===== src/rtl/rv_pkg.sv =====
// Shared definitions for the RV32I core family.
// Widths, reset PC and the fetch-queue entry layout live here.
package rv_pkg;

   localparam int unsigned XLEN_DEFAULT = 32;
   localparam int unsigned INST_W       = 32;
   localparam logic [XLEN_DEFAULT-1:0] RESET_PC_DEFAULT = '0;

   typedef struct packed {
      logic [XLEN_DEFAULT-1:0] pc;
      logic [INST_W-1:0]       inst;
   } fetch_entry_t;

endpackage


===== src/rtl/inst_fifo.sv =====
// Synchronous FIFO holding fetched {pc, inst} entries ahead of decode.
// A flush empties it and takes priority over push and pop in the same cycle.
module inst_fifo #(
   parameter int unsigned WIDTH = 64,
   parameter int unsigned DEPTH = 4
) (
   input  logic                       clk,
   input  logic                       reset,
   input  logic                       push,
   input  logic [WIDTH-1:0]           wdata,
   input  logic                       pop,
   input  logic                       flush,
   output logic [WIDTH-1:0]           rdata,
   output logic [$clog2(DEPTH):0]     count,
   output logic                       empty,
   output logic                       full
);

   localparam int unsigned AW = (DEPTH > 1) ? $clog2(DEPTH) : 1;
   localparam int unsigned CW = $clog2(DEPTH) + 1;

   logic [WIDTH-1:0] mem_q [DEPTH];
   logic [AW-1:0]    wr_ptr_q, rd_ptr_q;
   logic [CW-1:0]    count_q;
   logic             do_push, do_pop;

   assign empty   = (count_q == '0);
   assign full    = (count_q == CW'(DEPTH));
   assign count   = count_q;
   assign rdata   = mem_q[rd_ptr_q];
   assign do_pop  = pop && !empty;
   assign do_push = push && (!full || do_pop);

   // DEPTH is a power of two, so the pointers wrap on their own.
   always_ff @(posedge clk or posedge reset) begin
      if (reset) begin
         wr_ptr_q <= '0;
         rd_ptr_q <= '0;
         count_q  <= '0;
      end else if (flush) begin
         wr_ptr_q <= '0;
         rd_ptr_q <= '0;
         count_q  <= '0;
      end else begin
         if (do_push) wr_ptr_q <= wr_ptr_q + AW'(1);
         if (do_pop)  rd_ptr_q <= rd_ptr_q + AW'(1);
         count_q <= count_q + CW'(do_push) - CW'(do_pop);
      end
   end

   always_ff @(posedge clk) begin
      if (do_push && !flush) mem_q[wr_ptr_q] <= wdata;
   end

endmodule


===== src/rtl/fetch_unit.sv =====
// Credit-limited in-order instruction prefetcher between imem and decode.
// Tracks outstanding requests and discards stale responses after a redirect.
module fetch_unit
   import rv_pkg::*;
#(
   parameter int unsigned     XLEN     = XLEN_DEFAULT,
   parameter logic [XLEN-1:0] RESET_PC = XLEN'(RESET_PC_DEFAULT),
   parameter int unsigned     DEPTH    = 4
) (
   input  logic              clk,
   input  logic              reset,
   output logic [XLEN-1:0]   op_inst_addr,
   output logic              op_inst_rd,
   input  logic              ip_inst_valid,
   input  logic [INST_W-1:0] ip_inst_from_imem,
   input  logic              ip_redirect,
   input  logic [XLEN-1:0]   ip_redirect_pc,
   output logic              op_inst_valid,
   output logic [INST_W-1:0] op_inst,
   output logic [XLEN-1:0]   op_inst_pc,
   input  logic              ip_inst_ready
);

   localparam int unsigned CW = $clog2(DEPTH) + 1;
   localparam logic [CW:0] CREDIT_MAX = (CW + 1)'(DEPTH);

   typedef struct packed {
      logic [XLEN-1:0]   pc;
      logic [INST_W-1:0] inst;
   } entry_t;

   logic [XLEN-1:0] fetch_pc_q, fetch_pc_d;
   logic [XLEN-1:0] resp_pc_q, resp_pc_d;
   logic [XLEN-1:0] target_pc;
   logic [CW-1:0]   pending_q, pending_d;
   logic [CW-1:0]   drop_q, drop_d;
   logic [CW-1:0]   fifo_count;
   logic [CW:0]     credit_used;
   logic            issue, discard;
   logic            fifo_push, fifo_pop, fifo_empty, fifo_full;
   entry_t          push_entry, head_entry;

   assign target_pc   = {ip_redirect_pc[XLEN-1:2], 2'b00};
   assign credit_used = {1'b0, pending_q} + {1'b0, fifo_count};
   assign issue       = !reset && !ip_redirect && (credit_used < CREDIT_MAX);
   // A response landing in a redirect cycle belongs to the old stream.
   assign discard     = ip_inst_valid && (ip_redirect || (drop_q != '0));
   assign fifo_push   = ip_inst_valid && !discard;
   assign fifo_pop    = op_inst_valid && ip_inst_ready;
   assign push_entry  = '{pc: resp_pc_q, inst: ip_inst_from_imem};

   always_comb begin
      fetch_pc_d = fetch_pc_q;
      resp_pc_d  = resp_pc_q;
      drop_d     = drop_q;
      pending_d  = pending_q + CW'(issue) - CW'(ip_inst_valid);
      if (ip_inst_valid && (drop_q != '0)) drop_d = drop_q - CW'(1);
      if (fifo_push) resp_pc_d = resp_pc_q + XLEN'(4);
      if (issue) fetch_pc_d = fetch_pc_q + XLEN'(4);
      if (ip_redirect) begin
         fetch_pc_d = target_pc;
         resp_pc_d  = target_pc;
         drop_d     = pending_d;
      end
   end

   always_ff @(posedge clk or posedge reset) begin
      if (reset) begin
         fetch_pc_q <= RESET_PC;
         resp_pc_q  <= RESET_PC;
         pending_q  <= '0;
         drop_q     <= '0;
      end else begin
         fetch_pc_q <= fetch_pc_d;
         resp_pc_q  <= resp_pc_d;
         pending_q  <= pending_d;
         drop_q     <= drop_d;
      end
   end

   inst_fifo #(
      .WIDTH ($bits(entry_t)),
      .DEPTH (DEPTH)
   ) u_inst_fifo (
      .clk   (clk),
      .reset (reset),
      .push  (fifo_push),
      .wdata (push_entry),
      .pop   (fifo_pop),
      .flush (ip_redirect),
      .rdata (head_entry),
      .count (fifo_count),
      .empty (fifo_empty),
      .full  (fifo_full)
   );

   assign op_inst_rd    = issue;
   assign op_inst_addr  = fetch_pc_q;
   assign op_inst_valid = !fifo_empty;
   assign op_inst       = fifo_empty ? '0 : head_entry.inst;
   assign op_inst_pc    = fifo_empty ? resp_pc_q : head_entry.pc;

   resp_needs_request: assert property (
      @(posedge clk) disable iff (reset) ip_inst_valid |-> (pending_q != '0));
   no_fifo_overflow: assert property (
      @(posedge clk) disable iff (reset) !(fifo_push && fifo_full && !fifo_pop && !ip_redirect));
   drop_within_pending: assert property (
      @(posedge clk) disable iff (reset) drop_q <= pending_q);

endmodule


===== config.mk =====
export PLATFORM = sky130hd
export DESIGN_NAME = fetch_unit
export DESIGN_NICKNAME = d
export VERILOG_FILES = /design/src/rtl/rv_pkg.sv /design/src/rtl/inst_fifo.sv /design/src/rtl/fetch_unit.sv
export SDC_FILE = /design/constraint.sdc
export NUM_CORES = 1
export LEC_CHECK = 0
export BUFFER_PORTS_ARGS = -buffer_cell sky130_fd_sc_hd__buf_2
export CORE_AREA = 2 2 124 186
export CTS_CLUSTER_SIZE = 14
export DETAILED_ROUTE_END_ITERATION = 16
export DIE_AREA = 0 0 126 188
export GPL_TIMING_DRIVEN = 1
export PLACE_DENSITY = 0.84
export SYNTH_ARGS = -nofsm -noshare
export SYNTH_HDL_FRONTEND = slang
export SYNTH_SLANG_ARGS = --single-unit
export TNS_END_PERCENT = 1

===== constraint.sdc =====
create_clock -name clk -period 5.75 [get_ports clk]
set_clock_uncertainty 0.2 [all_clocks]
set_input_delay 0.2875 -clock clk [delete_from_list [all_inputs] [get_ports clk]]
set_output_delay 0.2875 -clock clk [all_outputs]
set_load 0.03 [all_outputs]

==> summary.md, run 1 <==
| Metric | Value |
|---|---|
| WS Path Type | `reg -> out` |
| Status | `completed` |
| WL/cell | `20.34 um` |
| Most frequent cell after synthesis | `edfxtp_1` |
| Antenna cells | `0` |
| Register area share after synthesis | `67.59%` |
| Post-route ant nets | `0` |
| Detailed-placement wirelength estimate | `16.16 mm` |
| Crit path time final | `3.638 ns` |
| Max-slew headroom | `31.21%` |
| Syn Inst Count | `806` |
| Yosys cell types | `46` |
| Final net count | `1,114` |
| Count of final setup violators | `0` |
| CP endpoint kind | `primary output` |
| Seq cells post-synth | `321` |
| Cell Area, Synth | `13,720 um^2` |
| Worst-Skew Late Latency | `0.54 ns` |
| Placed cell count | `1,209` |
| Crit-path cells | `buf_4 -> mux4_2 -> mux2_2 -> buf_2` |
| WL final | `26.97 mm` |
| Leading area contributor after synthesis | `edfxtp_1` |
| EDFF count, synth | `248` |
| IO Port Bufs | `160` |
| Fin crit share | `63.27%` |
| Least-Margin Pin Slew | `1.023 ns` |
| Non-Filler Instances | `1,326` |
| Power, Total | `0.006760 W` |
| Post-CTS Setup Bufs | `0` |
| Post-CTS sizing | `0` |
| Hold Vio Cnt, Final | `0` |
| Data arrival, critical path | `3.15 ns` |
| Top cell type's share of synthesized area | `54.28%` |
| Hold Path Class | `in -> reg` |
| GRT overflow | `0` |
| Vias in the first global route | `8,233` |
| Share of post-route cells with drive strength above 1 | `33.62%` |
| CTS tree | `done` |
| DR DRC count | `0` |
| Clock Tree Buf Depth | `3` |
| Startpoint Class | `flop` |
| Die X | `126 um` |
| CP peak stage delay | `1.07 ns` |
| Largest net degree at the start of global routing | `74` |
| Worst-path clk slew | `0.06 ns` |
| Synth warnings | `0` |
| Final setup TNS | `0 ns` |
| Htree depth | `1` |
| Design area | `16,330 um^2` |
| First-pass GRT wire length | `42.75 mm` |
| Die Ht | `188 um` |
| Slew Limit Fails | `0` |
| VDD IR-drop max | `0.0003528 V` |
| Max-cap viol count | `0` |
| Area occupied by registers | `9279 um^2` |
| P_leak | `5.869 nW` |
| Vias | `7,707` |
| Multi-input gate area | `4217 um^2` |
| Number of buffers created by CTS | `29` |
| GRT Total Usage | `22.82%` |
| Area contributors post-synth | `edfxtp_1, dfrtp_1, mux4_2` |
| Initial Utilization | `62.00%` |
| PD cells | `413.9 nW/um^2` |
| Crit path buf inv count | `2` |
| Core area | `22,130 um^2` |
| Pre-antenna DRT Iters | `4` |
| RSZ-0062 raised after global routing | `no` |
| Root buffer selected by CTS | `clkbuf_16` |
| Max FO, Critical Path | `49` |
| Vias per inst | `5.812` |
| Synth top cells by count | `edfxtp_1, dfrtp_1, mux2_2` |
| Worst EP required | `5.26 ns` |
| Area growth syn-to-layout | `19.05%` |
| Achievable Freq | `0.2749 GHz` |
| Dominant synthesized flop cell | `edfxtp_1` |
| Initial antenna violation count | `0` |
| Gp weighted congestion | `0.8075` |
| Sink Count | `321` |
| Initial drt markers | `454` |
| CP max stage cell | `dfrtp_4` |
| I/O pin count | `167` |
| FFs w/ async S/R, synth | `22.74%` |
| Mapped Avg Cell Area | `17.02 um^2` |
| Die area | `23,690 um^2` |
| Cell Area, Placed | `14,750 um^2` |
| Delay-heaviest family, CP | `flip-flops` |
| Fill count | `1,354` |
| Num rows | `67` |
routing by layer:
| metal | track usage [%] | wire length (um) | up-vias |
|---|---|---|---|
| li1 | - | - | 3537 |
| met1 | 29.24 | 10740 | 3901 |
| met2 | 40.45 | 14280 | 224 |
| met3 | 3.167 | 1282 | 45 |
| met4 | 7.312 | 663 | 0 |
| met5 | 0 | 0 | - |
logic make-up after synthesis:
group,synth area share (%)
adders and majority gates,1.569
and+or+nand+nor,7.788
other,0.02733
buffers and inverters,1.842
DFF,67.59
xor gates and xnor gates,4.022
AOI/OAI and AO/OA,1.195
muxes,15.97
per-stage QoR:
step	hold slack [ns]	util, %	setup slack [ns]
2_1_floorplan	0.1864	-	2.225
3_5_place_dp	0.3062	66.63	2.473
3_3_place_gp	0.2981	66.63	2.530
6_report	0.03224	73.81	2.112
5_1_grt	0.05530	73.81	1.887
4_1_cts	0.03495	73.81	2.004
placed cells by master (no fill, tap or decap), drive strengths merged:
cell | Yosys | layout
o31ai | 1 | 1
nand2 | 23 | 23
mux2 | 67 | 67
inv | 17 | 20
or4 | 2 | 2
nor4 | 4 | 4
buf | 15 | 165
nor2 | 24 | 24
bufinv | 0 | 2
a31oi | 3 | 3
mux2i | 4 | 4
nand2b | 3 | 3
mux4 | 62 | 62
xor2 | 23 | 23
nor4b | 1 | 1
edfxtp | 248 | 248
dlygate4sd3 | 0 | 65
o311a | 1 | 1
nand3 | 19 | 19
and4 | 5 | 5
xnor2 | 40 | 40
a21boi | 3 | 3
dfrtp | 73 | 73
nor3 | 10 | 10
ha | 14 | 14
clkinv | 1 | 4
and2 | 41 | 41
nand3b | 1 | 1
nand4b | 1 | 1
or3 | 3 | 3
conb | 1 | 4
o21ai | 7 | 7
nor2b | 1 | 1
and3 | 12 | 12
nand4 | 34 | 34
a21oi | 14 | 14
clkbuf | 26 | 44
fa | 2 | 2
state kept, by name (all words and copies together), names as in the netlist:
name,flops
u_inst_fifo.mem_q,248
op_inst_addr,30
resp_pc_q,30
drop_q,3
pending_q,3
u_inst_fifo.count,3
u_inst_fifo.rd_ptr_q,2
u_inst_fifo.wr_ptr_q,2
power breakdown:
| group | internal, W | switching, W | leakage (nW) |
|---|---|---|---|
| Combinational | 0.000839 | 0.00113 | 2.32 |
| Sequential | 0.00266 | 0.000241 | 3.08 |
| Clock | 0.00110 | 0.000785 | 0.461 |
| Total | 0.00460 | 0.00216 | 5.87 |
worst reg2reg max path, stage by stage (launching register included):
cell	delay, ns
dfrtp_1	0.36
inv_1	0.11
ha_1	0.20
nand3b_1	0.25
nor3_1	0.87
and2_4	0.87
final timing paths:
path                       slack [ns]                           startpoint  depth (start not counted)                                   to
min in group asynchronous        0.40                                reset                          4                drop_q[1]$_DFFE_PP0P_
min                              0.03                        ip_inst_ready                          4  u_inst_fifo.rd_ptr_q[0]$_DFFE_PP0P_
max in group asynchronous        4.25                                reset                          4  u_inst_fifo.rd_ptr_q[0]$_DFFE_PP0P_
max                              2.11  u_inst_fifo.rd_ptr_q[0]$_DFFE_PP0P_                          4                       op_inst_pc[30]
max reg2reg                      2.40                drop_q[0]$_DFFE_PP0P_                          5   u_inst_fifo.mem_q[2][57]$_DFFE_PP_
min reg2reg                      0.39            resp_pc_q[15]$_DFFE_PP0N_                          0   u_inst_fifo.mem_q[2][47]$_DFFE_PP_
final cells by class:
class                           count  share of cell area, %
Sequential cell                   321                  56.81
Multi-Input combinational cell    429                  25.81
Timing Repair Buffer              230                  9.115
Clock buffer                       44                  5.163
Tap cell                          276                  2.114
Clock inverter                      8                 0.5745
Inverter                           18                 0.4136
what timing repair did:
item	in CTS	in global routing
hold endpoints to repair	267	0
endpoints found under the setup margin	0	0
hold buffers	65	0
No activity file was read; power rests on OpenSTA's default activity.
==> run 2, diff against run 1 <==
--- a/config.mk
+++ b/config.mk
@@ -6,12 +6,12 @@
 export NUM_CORES = 1
 export LEC_CHECK = 0
 export BUFFER_PORTS_ARGS = -buffer_cell sky130_fd_sc_hd__buf_2
-export CORE_AREA = 2 2 124 186
+export CORE_AREA = 2 2 136 204
 export CTS_CLUSTER_SIZE = 14
 export DETAILED_ROUTE_END_ITERATION = 16
-export DIE_AREA = 0 0 126 188
+export DIE_AREA = 0 0 138 206
 export GPL_TIMING_DRIVEN = 1
-export PLACE_DENSITY = 0.84
+export PLACE_DENSITY = 0.75
 export SYNTH_ARGS = -nofsm -noshare
 export SYNTH_HDL_FRONTEND = slang
 export SYNTH_SLANG_ARGS = --single-unit
==> constraint.sdc (replaced) <==
create_clock -name clk -period 3.28 [get_ports clk]
set_clock_uncertainty 0.2 [all_clocks]
set_input_delay 0.164 -clock clk [delete_from_list [all_inputs] [get_ports clk]]
set_output_delay 0.164 -clock clk [all_outputs]
set_load 0.03 [all_outputs]
==> run 2 against run 1 <==
Cell count rose by 6.2%; critical endpoint is now op_inst_pc[26]; largest cell class unchanged; power rose by 75%; count of clock-buffer cells in the layout fell by 4; highest routed layer unchanged; sequential share of layout area fell by 0.98 points; critical path type unchanged; largest power group unchanged.
==> summary.md, run 2 (synthesized netlist as in run 1, its figures left out) <==
| Metric | Value |
|---|---|
| Worst-Skew Late Latency | `0.55 ns` |
| Largest net degree at the start of global routing | `65` |
| Placed cell count | `1,289` |
| Data arrival, critical path | `2.59 ns` |
| Commonest cells after routing, fill and taps aside | `edfxtp_1, buf_2, dfrtp_1, mux2_2, dlygate4sd3_1` |
| Antenna cells | `0` |
| Max-cap viol count | `0` |
| Post-route ant nets | `0` |
| Final net count | `1,130` |
| Initial drt markers | `479` |
| Vias per inst | `5.495` |
| Net Sw Frac | `32.69%` |
| Htree depth | `1` |
| Non-Filler Instances | `1,408` |
| Psw | `0.003863 W` |
| Initial Utilization | `51.10%` |
| Slew Limit Fails | `0` |
| PD cells | `711.0 nW/um^2` |
| Biggest register | `u_inst_fifo.mem_q` |
| Power, Total | `0.01182 W` |
| Vias | `7,737` |
| Die area | `28,430 um^2` |
| Worst-path clk slew | `0.07 ns` |
| Max FO, Critical Path | `17` |
| R2R setup slack | `0.51 ns` |
| VDD IR-drop max | `0.0005822 V` |
| Sink Count | `321` |
| Hold Vio Cnt, Final | `0` |
| Hold-fix buffers, CTS | `67` |
| Fin crit share | `89.94%` |
| RSZ-0062 raised after global routing | `no` |
| GRT Total Usage | `19.85%` |
| Worst EP required | `2.92 ns` |
| Place WS | `0.5372 ns` |
| Pre-antenna DRT Iters | `4` |
| Flop pwr share | `42.2%` |
| Initial antenna violation count | `0` |
| Status | `completed` |
| Detailed-placement wirelength estimate | `18.22 mm` |
| Number of buffers created by CTS | `29` |
| Achievable Freq | `0.3390 GHz` |
| Fill count | `2,007` |
| Vias in the first global route | `8,215` |
| Startpoint Class | `flop` |
| Core area | `26,850 um^2` |
| I/O pin count | `167` |
| WS Path Type | `reg -> out` |
| Area growth syn-to-layout | `21.13%` |
| Combinational Power Share | `31.0%` |
| Max reg flops | `248` |
| Post-CTS Setup Bufs | `0` |
| Hold Path Class | `in -> async` |
| CTS tree | `done` |
| Gp weighted congestion | `0.8367` |
| Share of post-route cells with drive strength above 1 | `34.43%` |
| Post-CTS sizing | `0` |
| Int Pwr | `0.007954 W` |
| Num rows | `74` |
| WL final | `28.13 mm` |
| P_leak | `5.959 nW` |
| WL/cell | `19.98 um` |
| Least-Margin Pin Slew | `0.7690 ns` |
| Clock Tree Buf Depth | `3` |
| Die X | `138 um` |
| Register-to-Register Path Depth | `6` |
| Die Ht | `206 um` |
| IO Port Bufs | `160` |
| DR DRC count | `0` |
| Clock network fraction of design power | `26.9%` |
| GRT overflow | `0` |
| Crit path time final | `2.950 ns` |
| First-pass GRT wire length | `44.55 mm` |
| Root buffer selected by CTS | `clkbuf_16` |
| CP endpoint kind | `primary output` |
| Worst R2R Start | `u_inst_fifo.count[2]$_DFF_PP0_` |
| Count of final setup violators | `0` |
| Max-slew headroom | `48.74%` |
| Final Worst Setup Slack | `0.3299 ns` |
| Leading cell type in the layout, fill and taps excluded | `edfxtp_1` |
| R2r endpoint | `op_inst_addr[29]$_DFFE_PP0P_` |
## run 2: changes by cell type in the layout (fill, tap and decap cells not counted), sizes merged, moves of 2 or more
cell,delta
buf,+14
clkbuf,-4
clkinv,+5
dlygate4sd3,+2
## run 2: area by class of cell
class / count / area, um^2 / area share, %
sequential: 321 / 9279 / 55.83
clock inverter: 12 / 90.09 / 0.5420
clock buffer: 40 / 787.0 / 4.735
timing repair buffer: 246 / 1752 / 10.54
inverter: 18 / 67.56 / 0.4065
tap: 342 / 427.9 / 2.575
multi-input combinational: 429 / 4217 / 25.37
## run 2: metrics by stage
stage                     util [%]  area [um^2]  TNS [ns]  hold WS [ns]
after floorplan                  -        13730    -45.53       0.06287
after global placement       56.13        15070         0       0.08881
after detailed placement     56.13        15070         0       0.09652
after CTS                    61.90        16620         0       0.05984
after global routing         61.90        16620         0       0.09913
final                        61.90        16620         0       0.05480
## run 2: worst max path at each step
stage | from | endpoint | slack [ns] | cells past startpoint
after detailed placement | u_inst_fifo.count[2]$_DFF_PP0_ | op_inst_addr[29]$_DFFE_PP0P_ | 0.54 | 6
after floorplan | drop_q[0]$_DFFE_PP0P_ | u_inst_fifo.mem_q[3][0]$_DFFE_PP_ | -0.24 | 5
final | u_inst_fifo.rd_ptr_q[0]$_DFFE_PP0P_ | op_inst_pc[26] | 0.33 | 4
after CTS | u_inst_fifo.rd_ptr_q[0]$_DFFE_PP0P_ | op_inst_pc[21] | 0.25 | 4
after global placement | u_inst_fifo.count[1]$_DFF_PP0_ | u_inst_fifo.count[2]$_DFF_PP0_ | 0.58 | 10
after global routing | u_inst_fifo.rd_ptr_q[0]$_DFFE_PP0P_ | op_inst_pc[26] | 0.17 | 4
## run 2: power groups by stage
stage               logic (W)  registers (W)  clock network [W]
floorplan             0.00268        0.00501                  0
detailed placement    0.00365        0.00507                  0
global placement      0.00361        0.00505                  0
global route          0.00395        0.00504            0.00338
finish                0.00366        0.00498            0.00317
CTS                   0.00373        0.00499            0.00325
## run 2: metal layers
metal / track usage [%] / wire length, um / vias to the layer above
met3: 2.178 / 984 / 39
li1: - / - / 3578
met1: 24.15 / 11440 / 3941
met2: 36.85 / 14960 / 179
met5: 0 / 0 / -
met4: 6.997 / 754 / 0
## run 2: critical path: stages (launching register included)
cell	delay, ns
dfrtp_4	0.66
buf_4	0.36
mux4_2	0.54
mux2_2	0.27
buf_2	0.19
